[src/rtl/counter_ctrl_pkg.sv]
// Shared types and constants for the counter sequencing controller.
package counter_ctrl_pkg;

  // Default width of the counter value and the terminal limit.
  localparam int unsigned DefWidth = 4;

  // All-ones counter value; this is the preset target and the pre-wrap value.
  localparam logic [DefWidth-1:0] AllOnes = '1;

  // Controller states.
  typedef enum logic [2:0] {
    StIdle,
    StPre,
    StClr,
    StRun,
    StHold,
    StDone
  } state_e;

endpackage

[src/rtl/counter_ctrl_pulse_timer.sv]
// Loadable down-counter that times the cnt_clear / cnt_preset pulse width.
// After a load of N, o_expired stays low for N cycles and then rises.
module counter_ctrl_pulse_timer #(
  parameter int unsigned TW = 4
) (
  input  logic          i_clk,
  input  logic          i_clear,
  input  logic          i_load,
  input  logic [TW-1:0] i_load_val,
  output logic          o_expired
);

  logic [TW-1:0] r_cnt;

  // Load on pulse entry, otherwise count down and park at zero.
  always_ff @(posedge i_clk) begin
    if (i_clear) begin
      r_cnt <= '0;
    end else if (i_load) begin
      r_cnt <= i_load_val;
    end else if (r_cnt != '0) begin
      r_cnt <= r_cnt - 1'b1;
    end
  end

  assign o_expired = (r_cnt == '0);

endmodule

[src/rtl/counter_ctrl.sv]
// Sequencing controller for a falling-edge synchronous counter: turns start/stop/load
// commands into registered cn_en/cnt_clear/cnt_preset, halts exactly at a limit in
// one-shot mode and flags all-ones -> zero wraps in free-run mode.
module counter_ctrl
  import counter_ctrl_pkg::*;
#(
  parameter int unsigned WIDTH = DefWidth,
  parameter int unsigned PULSE = 2
) (
  input  logic             i_clk,
  input  logic             i_clear,
  input  logic             i_start,
  input  logic             i_stop,
  input  logic             i_load,
  input  logic             i_mode,
  input  logic [WIDTH-1:0] i_lim,
  input  logic [WIDTH-1:0] i_q,
  output logic             o_cn_en,
  output logic             o_cnt_clear,
  output logic             o_cnt_preset,
  output logic             o_busy,
  output logic             o_done,
  output logic             o_wrap
);

  localparam int unsigned     TimerW    = 4;
  // The timer expires PULSE-1 edges after the load, giving PULSE high cycles.
  localparam logic [TimerW-1:0] PulseLoad = TimerW'(PULSE - 1);
  localparam logic [WIDTH-1:0]  Ones      = {WIDTH{1'b1}};

  state_e           r_state;
  state_e           w_state_d;
  state_e           w_resume_state;
  logic [WIDTH-1:0] r_lim;
  logic             r_mode;
  logic [WIDTH-1:0] r_prev_q;
  logic             w_capture;
  logic             w_hit;
  logic             w_timer_load;
  logic             w_expired;

  logic             r_cn_en;
  logic             r_cnt_clear;
  logic             r_cnt_preset;
  logic             r_busy;
  logic             r_done;
  logic             r_wrap;
  logic             w_wrap_d;

  // One-shot terminal condition on the q sampled at this edge.
  assign w_hit = !r_mode && (i_q == r_lim);

  // Entering RUN is also gated by the limit, so lim already reached (e.g. lim=0 after
  // the clear pulse, or a stop landing on the limit) never issues a count.
  assign w_resume_state = w_hit ? StDone : StRun;

  // Restart the pulse timer on every entry into PRE or CLR.
  assign w_timer_load = ((w_state_d == StPre) && (r_state != StPre)) ||
                        ((w_state_d == StClr) && (r_state != StClr));

  assign w_wrap_d = (r_prev_q == Ones) && (i_q == '0) && (r_state == StRun);

  counter_ctrl_pulse_timer #(
    .TW (TimerW)
  ) u_pulse_timer (
    .i_clk      (i_clk),
    .i_clear    (i_clear),
    .i_load     (w_timer_load),
    .i_load_val (PulseLoad),
    .o_expired  (w_expired)
  );

  // State register.
  always_ff @(posedge i_clk) begin
    if (i_clear) begin
      r_state <= StIdle;
    end else begin
      r_state <= w_state_d;
    end
  end

  // Next-state decode; stop outranks load, which outranks start.
  always_comb begin
    w_state_d = r_state;
    w_capture = 1'b0;
    case (r_state)
      StIdle: begin
        // A stop in IDLE is a no-op but still masks load/start in the same cycle.
        if (!i_stop) begin
          if (i_load) begin
            w_state_d = StPre;
          end else if (i_start) begin
            w_state_d = StClr;
            w_capture = 1'b1;
          end
        end
      end
      StPre: begin
        if (i_stop || w_expired) begin
          w_state_d = StIdle;
        end
      end
      StClr: begin
        if (i_stop) begin
          w_state_d = StIdle;
        end else if (w_expired) begin
          w_state_d = w_resume_state;
        end
      end
      StRun: begin
        if (i_stop) begin
          w_state_d = StHold;
        end else if (w_hit) begin
          w_state_d = StDone;
        end
      end
      StHold: begin
        if (i_stop) begin
          w_state_d = StIdle;
        end else if (i_start) begin
          w_state_d = w_resume_state;
        end
      end
      StDone: begin
        if (i_stop) begin
          w_state_d = StIdle;
        end else if (i_start) begin
          w_state_d = StClr;
          w_capture = 1'b1;
        end
      end
      default: w_state_d = StIdle;
    endcase
  end

  // Capture limit and mode on an accepted start.
  always_ff @(posedge i_clk) begin
    if (i_clear) begin
      r_lim  <= '0;
      r_mode <= 1'b0;
    end else if (w_capture) begin
      r_lim  <= i_lim;
      r_mode <= i_mode;
    end
  end

  // Previous q for wrap detection.
  always_ff @(posedge i_clk) begin
    if (i_clear) begin
      r_prev_q <= '0;
    end else begin
      r_prev_q <= i_q;
    end
  end

  // Outputs registered from the next state so commands show up one edge later.
  always_ff @(posedge i_clk) begin
    if (i_clear) begin
      r_cn_en      <= 1'b0;
      r_cnt_clear  <= 1'b0;
      r_cnt_preset <= 1'b0;
      r_busy       <= 1'b0;
      r_done       <= 1'b0;
      r_wrap       <= 1'b0;
    end else begin
      r_cn_en      <= (w_state_d == StRun);
      r_cnt_clear  <= (w_state_d == StClr);
      r_cnt_preset <= (w_state_d == StPre);
      r_busy       <= (w_state_d == StPre) || (w_state_d == StClr) ||
                      (w_state_d == StRun) || (w_state_d == StHold);
      r_done       <= (w_state_d == StDone);
      r_wrap       <= w_wrap_d;
    end
  end

  assign o_cn_en      = r_cn_en;
  assign o_cnt_clear  = r_cnt_clear;
  assign o_cnt_preset = r_cnt_preset;
  assign o_busy       = r_busy;
  assign o_done       = r_done;
  assign o_wrap       = r_wrap;

endmodule
[config.mk]
export PLATFORM = sky130hd
export DESIGN_NAME = counter_ctrl
export DESIGN_NICKNAME = d
export VERILOG_FILES = /design/src/rtl/counter_ctrl_pkg.sv /design/src/rtl/counter_ctrl_pulse_timer.sv /design/src/rtl/counter_ctrl.sv
export SDC_FILE = /design/constraint.sdc
export NUM_CORES = 1
export LEC_CHECK = 0
export CORE_MARGIN = 3
export CORE_UTILIZATION = 40
export DETAILED_ROUTE_END_ITERATION = 10
export HOLD_SLACK_MARGIN = 0.1
export PLACE_DENSITY = 0.73
export REMOVE_ABC_BUFFERS = 1
export SLEW_MARGIN = 10
export SYNTH_ARGS = -nofsm -noshare
export SYNTH_HDL_FRONTEND = slang
export SYNTH_SLANG_ARGS = --single-unit
[constraint.sdc]
create_clock -name i_clk -period 5.16 [get_ports i_clk]
set_input_delay 1.548 -clock i_clk [delete_from_list [all_inputs] [get_ports i_clk]]
set_output_delay 1.548 -clock i_clk [all_outputs]
set_load 0.05 [all_outputs]
### Yosys cells after proc, flatten, opt, wreduce, memory -nomap -nowiden

Index checks and enable logic that the tools add are counted.

* equality and inequality tests: 14
* $add $sub $neg: 1
* reductions and logical operators: 17
* muxes and demuxes: 20

Operator list (count)
* $mux W3: 12
* $pmux W3 S6: 1
* $eq A3 B2 Y1 const B: 4
* $eq A3 B3 Y1 const B: 4
* $logic_not A4 Y1: 2
* $eq A3 B1 Y1 const B: 2
* $mux W1: 6
* $logic_and A1 B1 Y1: 5
* $logic_or A1 B1 Y1: 5
* $eq A4 B4 Y1: 1
* $eq A4 B4 Y1 const B: 1
* $reduce_bool A4 Y1: 1
* $sub A4 B1 Y4 const B: 1
* $logic_not A3 Y1: 1
* $ne A3 B1 Y1 const B: 1
* $ne A3 B2 Y1 const B: 1
* $pmux W1 S2: 1
* $reduce_bool A2 Y1: 1
* $reduce_or A2 Y1: 1
* $logic_not A1 Y1: 1

* bits of input ports: 14
* bits in registers: 22
* logic and storage cells: 64
* output and inout bits: 6

### Depth between registers and ports, before layout

* depth after elaboration: 10
* depth in mapped cells: 8
* gate-level depth less buffers: 8

### Hierarchy

Synthesis repeated with hierarchy kept, for this count alone.

* cells, all modules: 117
* area, all modules: 1119.8 µm²

By module, submodules not included
* counter_ctrl: area an instance 890.9 µm², times used 1, cells an instance 93, sequential area each 360.3 µm²
* counter_ctrl_pulse_timer: area an instance 229.0 µm², times used 1, cells an instance 24, sequential area each 80.1 µm²

### Worst setup path before layout

Ideal clock, no wire load.

* path kind: input to register
* start: in i_load
* end: reg u_pulse_timer.r_cnt[0]
* required time: 5.040 ns
* setup time: 0.120 ns
* path slack: 2.400 ns
* arrival: 2.640 ns
* path buffers: 1
* stages: 7
* cells stage by stage: nor3_1 o211a_1 buf_6 nor2_4 o31a_4 and3_4 o31a_1

* word-level cells in the longest chain between the ends: 7
* elaborated cells on any way between the ends: 10
* those cells by class: 2 x eq/ne; 4 x mux; 4 x reduce/logical

Ends and longest elaborated chain
* from (decl): line counter_ctrl.sv:14 `input logic i_load,`
* $mux W3 (*): line counter_ctrl.sv:90 `if (i_load) begin`
* $mux W3 (*): line counter_ctrl.sv:89 `if (!i_stop) begin`
* $pmux W3 S6 (*): line counter_ctrl.sv:86 `case (r_state)`
* $eq A3 B1 Y1 / $eq A3 B2 Y1 (equally long branches): line counter_ctrl.sv:58, counter_ctrl.sv:59
* $logic_and A1 B1 Y1, on equally long branches: line counter_ctrl.sv:58, counter_ctrl.sv:59
* $logic_or A1 B1 Y1 (*): line counter_ctrl.sv:58 `assign w_timer_load = ((w_state_d == StPre) && (r_state != StPre)) ||`
* $mux W1 / $reduce_bool A2 Y1 (equally long branches)
* to (signal assigned): line counter_ctrl_pulse_timer.sv:20 `r_cnt <= i_load_val;`
* to (signal assigned): line counter_ctrl_pulse_timer.sv:22 `r_cnt <= r_cnt - 1'b1;`
* to (decl): line counter_ctrl_pulse_timer.sv:13 `logic [TW-1:0] r_cnt;`

Every way passes the cells marked *; elsewhere a longest branch is shown, timed or not.
A chain may end at the register's enable or synchronous reset.

### Final worst setup path

* start: in i_stop
* end: reg u_pulse_timer.r_cnt[0]

* word-level cells in the longest chain between the ends: 7
* elaborated cells on any way between the ends: 15
* those cells by class: 2 x eq/ne; 8 x mux; 5 x reduce/logical

Ends and longest elaborated chain
* from (decl): line counter_ctrl.sv:13 `input logic i_stop,`
* $logic_or A1 B1 Y1: line counter_ctrl.sv:99 `if (i_stop || w_expired) begin`
* $mux W3: line counter_ctrl.sv:99
* $pmux W3 S6 (*): line counter_ctrl.sv:86
* $eq A3 B1 Y1 / $eq A3 B2 Y1 (equally long branches): line counter_ctrl.sv:58, counter_ctrl.sv:59
* $logic_and A1 B1 Y1, on equally long branches: line counter_ctrl.sv:58, counter_ctrl.sv:59
* $logic_or A1 B1 Y1 (*): line counter_ctrl.sv:58
* $mux W1 / $reduce_bool A2 Y1 (equally long branches)

Marked as above.

==> impl_metrics.csv <==
group,metric,value,unit
place,gp_congestion,0.725,
yosys,syn_area,1020,sq um
routing,ant_nets,0,
setup_path,worstPathArrival,3.41,ns
clock_tree,h-tree-depth,1,
yosys,synth-edff-count,0,
sta,finClkSkew,0.00144,ns
job,maxCapViolCount,0,
layout,layout-drive-gt1-share,11.2,%
floorplanning,pin_count,20,
routing,routed-via-count,755,
pwr,p_sw,0.000148,W
setup_path,endpoint_kind,"flip-flop",
status,outcome,"finished, final reports clean",
yosys,synth-async-reset-ratio,0,%
clock_tree,cts_buffers,3,
setup_path,path_delay_family,"compound AO/OA/AOI/OAI gates",
setup_path,crit_buf_inv,1,
layout,final_util,54.1,%
clock_tree,clk_pin_slew,0.11,ns
pwr,clkPwrFrac,19.3,%
routing,routed_wl,1.79,mm
floorplanning,fp.dieArea,3190,sq um
global_routing,grt_antenna_before_repair,0,
floorplanning,rows,17,
clock_tree,cts_root_buffer,"clkbuf_4",
layout,design_area,1250,sq um
pwr,swShare,31.9,%
clock_tree,cts_tree,"done",
global_routing,grt.total_usage,12.4,%
layout,nFillCells,214,
floorplanning,die_h,56.5,microns
floorplanning,fp.dieW,56.5,microns
sta,hold_viol,0,
clock_tree,clk_latency,0.29,ns
clock_tree,cts_hold_buf,0,
pwr,internal-power,0.000317,W
setup_path,crit_type,"input port to flip-flop",
place,hpwl,1.41,mm
sta,rsz0062_at_grt,"false",
pwr,power.share.sequential,44.5,%
routing,via_per_inst,4.93,
clock_tree,cts_resized,0,
routing,first_pass_iters,4,
yosys,yosysUniqueCellTypes,38,
place,place_area,1220,sq um
sta,relSlewSlack,58.0,%
yosys,syn_inst,105,
sta,fin_crit_sh,62.2,%
floorplanning,coreArea,2320,sq um
yosys,yosysWarningCount,0,
clock_tree,cts_buffer_depth,2,
sta,fin_crit,3.21,ns
routing,drt_iter0_drc,5,
place,portBuffers,19,
layout,area_delta_synth_final,23.1,%
setup_path,path_cells,"clkdlybuf4s50_1 > nor2_1 > o211a_1 > nor2_4 > o31a_4 > and3_4 > o31a_1",
sta,fmax,311,MHz
routing,routedWlPerCell,11.7,microns
setup_path,path_max_fanout,10,
sta,finalSetupTns,0,ns
pwr,power.leakage,0.478,nW
setup_path,slowest_stage,"clkdlybuf4s50_1",
pwr,finalPower,0.000466,W
yosys,synthFlopType,"dfxtp_1",
min_path,min_path_type,"flip-flop to flip-flop",
global_routing,first_global_vias,728,
global_routing,overflow,0,
layout,nets,141,
sta,setup_viol,0,
pwr,powerDensity,371,nW/um^2
layout,antennaDiodeCount,0,
clock_tree,post-cts-setup-buffers,0,
setup_path,crit_required,5.36,ns
clock_tree,cts_sinks,22,
place,pre_cts_ws,1.63,ns
pwr,combinationalPowerShare,36.1,%
setup_path,start_kind,"input port",
global_routing,grt_pass1_wl,3.15,mm
setup_path,critPathMaxStageDelay,0.51,ns
global_routing,grt_max_degree,18,
routing,drc,0,
floorplanning,start_util,44.0,%
yosys,yosysSeqAreaShare,43.2,%
sta,setup_slack,1.95,ns
yosys,syn_avg_cell_area,9.71,sq um
sta,tightest_slew,0.628,ns
sta,slew_violations,0,
pwr,vdd_ir_drop_max,0.242,mV
yosys,ys_ff_latch,22,
==> placed cells by master, fill, tap and decap left out, types with 3 or more instances in the layout <==
| master | count |
|---|---|
| dfxtp_1 | 22 |
| clkdlybuf4s50_1 | 19 |
| nor2_1 | 13 |
| inv_1 | 6 |
| mux2i_1 | 6 |
| a21oi_1 | 5 |
| nor2b_1 | 4 |
| nand2_1 | 4 |
| xnor2_1 | 4 |
| nor3_1 | 3 |
| nor4_2 | 3 |
| clkbuf_4 | 3 |
==> worst register-to-register path: cells and delay by family (launching register included) <==
family,cells,cell delay (ns)
AOI/OAI and AO/OA,3,0.89
DFF,1,0.51
and+or+nand+nor,3,0.45
==> per-stage QoR <==
step	cells	hold slack, ns
after floorplan	102	0.421
after global placement	149	0.441
after detailed placement	149	0.441
after CTS	153	0.457
after global routing	153	0.496
final	153	0.449
==> kinds of logic after synthesis <==
| family | count (synthesis) | share of synthesized area [%] |
|---|---|---|
| fa+ha+maj | 1 | 1.23 |
| simple gates | 44 | 27.4 |
| xor+xnor | 6 | 5.15 |
| mux | 7 | 6.99 |
| flops | 22 | 43.2 |
| compound gates | 16 | 11.3 |
| buf+inv | 9 | 4.78 |
==> power by group through the flow <==
stage / registers, W / clock network [W] / logic, W
after floorplan: 0.000220 / 0 / 0.000120
after global placement: 0.000210 / 0 / 0.000168
after detailed placement: 0.000211 / 0 / 0.000170
after CTS: 0.000208 / 0.0000950 / 0.000172
after global routing: 0.000209 / 0.000101 / 0.000188
final: 0.000207 / 0.0000901 / 0.000168
==> worst paths after layout <==
kind / from / slack, ns / endpoint / depth (start not counted)
setup / recovery: i_stop / 1.95 / u_pulse_timer.r_cnt[0] / 7
hold / removal: r_prev_q[0] / 0.45 / o_wrap / 2
setup reg to reg: r_state[0] / 3.21 / u_pulse_timer.r_cnt[0] / 6
hold reg to reg: r_prev_q[0] / 0.45 / o_wrap / 2
==> synthesized netlist by cell type, drive strengths merged, types with 3 or more instances <==
library cell | instances | area share [%]
dfxtp | 22 | 43
nor2 | 14 | 5.9
inv | 6 | 2.2
mux2i | 6 | 5.9
a21oi | 5 | 2.5
nand2 | 4 | 1.5
nor2b | 4 | 2.5
nor4 | 4 | 4.3
xnor2 | 4 | 3.4
nor3 | 3 | 1.5
==> layer usage <==
metal	wire length [microns]	share of wire (%)	track usage, %	vias up
met5	0	0	0	-
li1	-	-	-	407
met3	52	2.9	2.99	2
met2	827	46	19.0	10
met4	14	0.78	5.08	0
met1	896	50	16.7	336
==> flip-flops by register name (all words and copies together), names as in the netlist <==
signal,count
r_lim,4
r_prev_q,4
u_pulse_timer.r_cnt,4
r_state,3
o_busy,1
o_cn_en,1
o_cnt_clear,1
o_cnt_preset,1
o_done,1
o_wrap,1
r_mode,1
==> area by class of cell <==
type	instances	area (sq um)	share of cell area, %
Inverter	6	22.5	1.79
Tap cell	28	35.0	2.79
Clock buffer	4	36.3	2.89
Multi-Input combinational cell	74	531	42.3
Sequential cell	22	440	35.1
Timing Repair Buffer	19	190	15.2
Note: power is estimated with default switching activity, not from simulation.
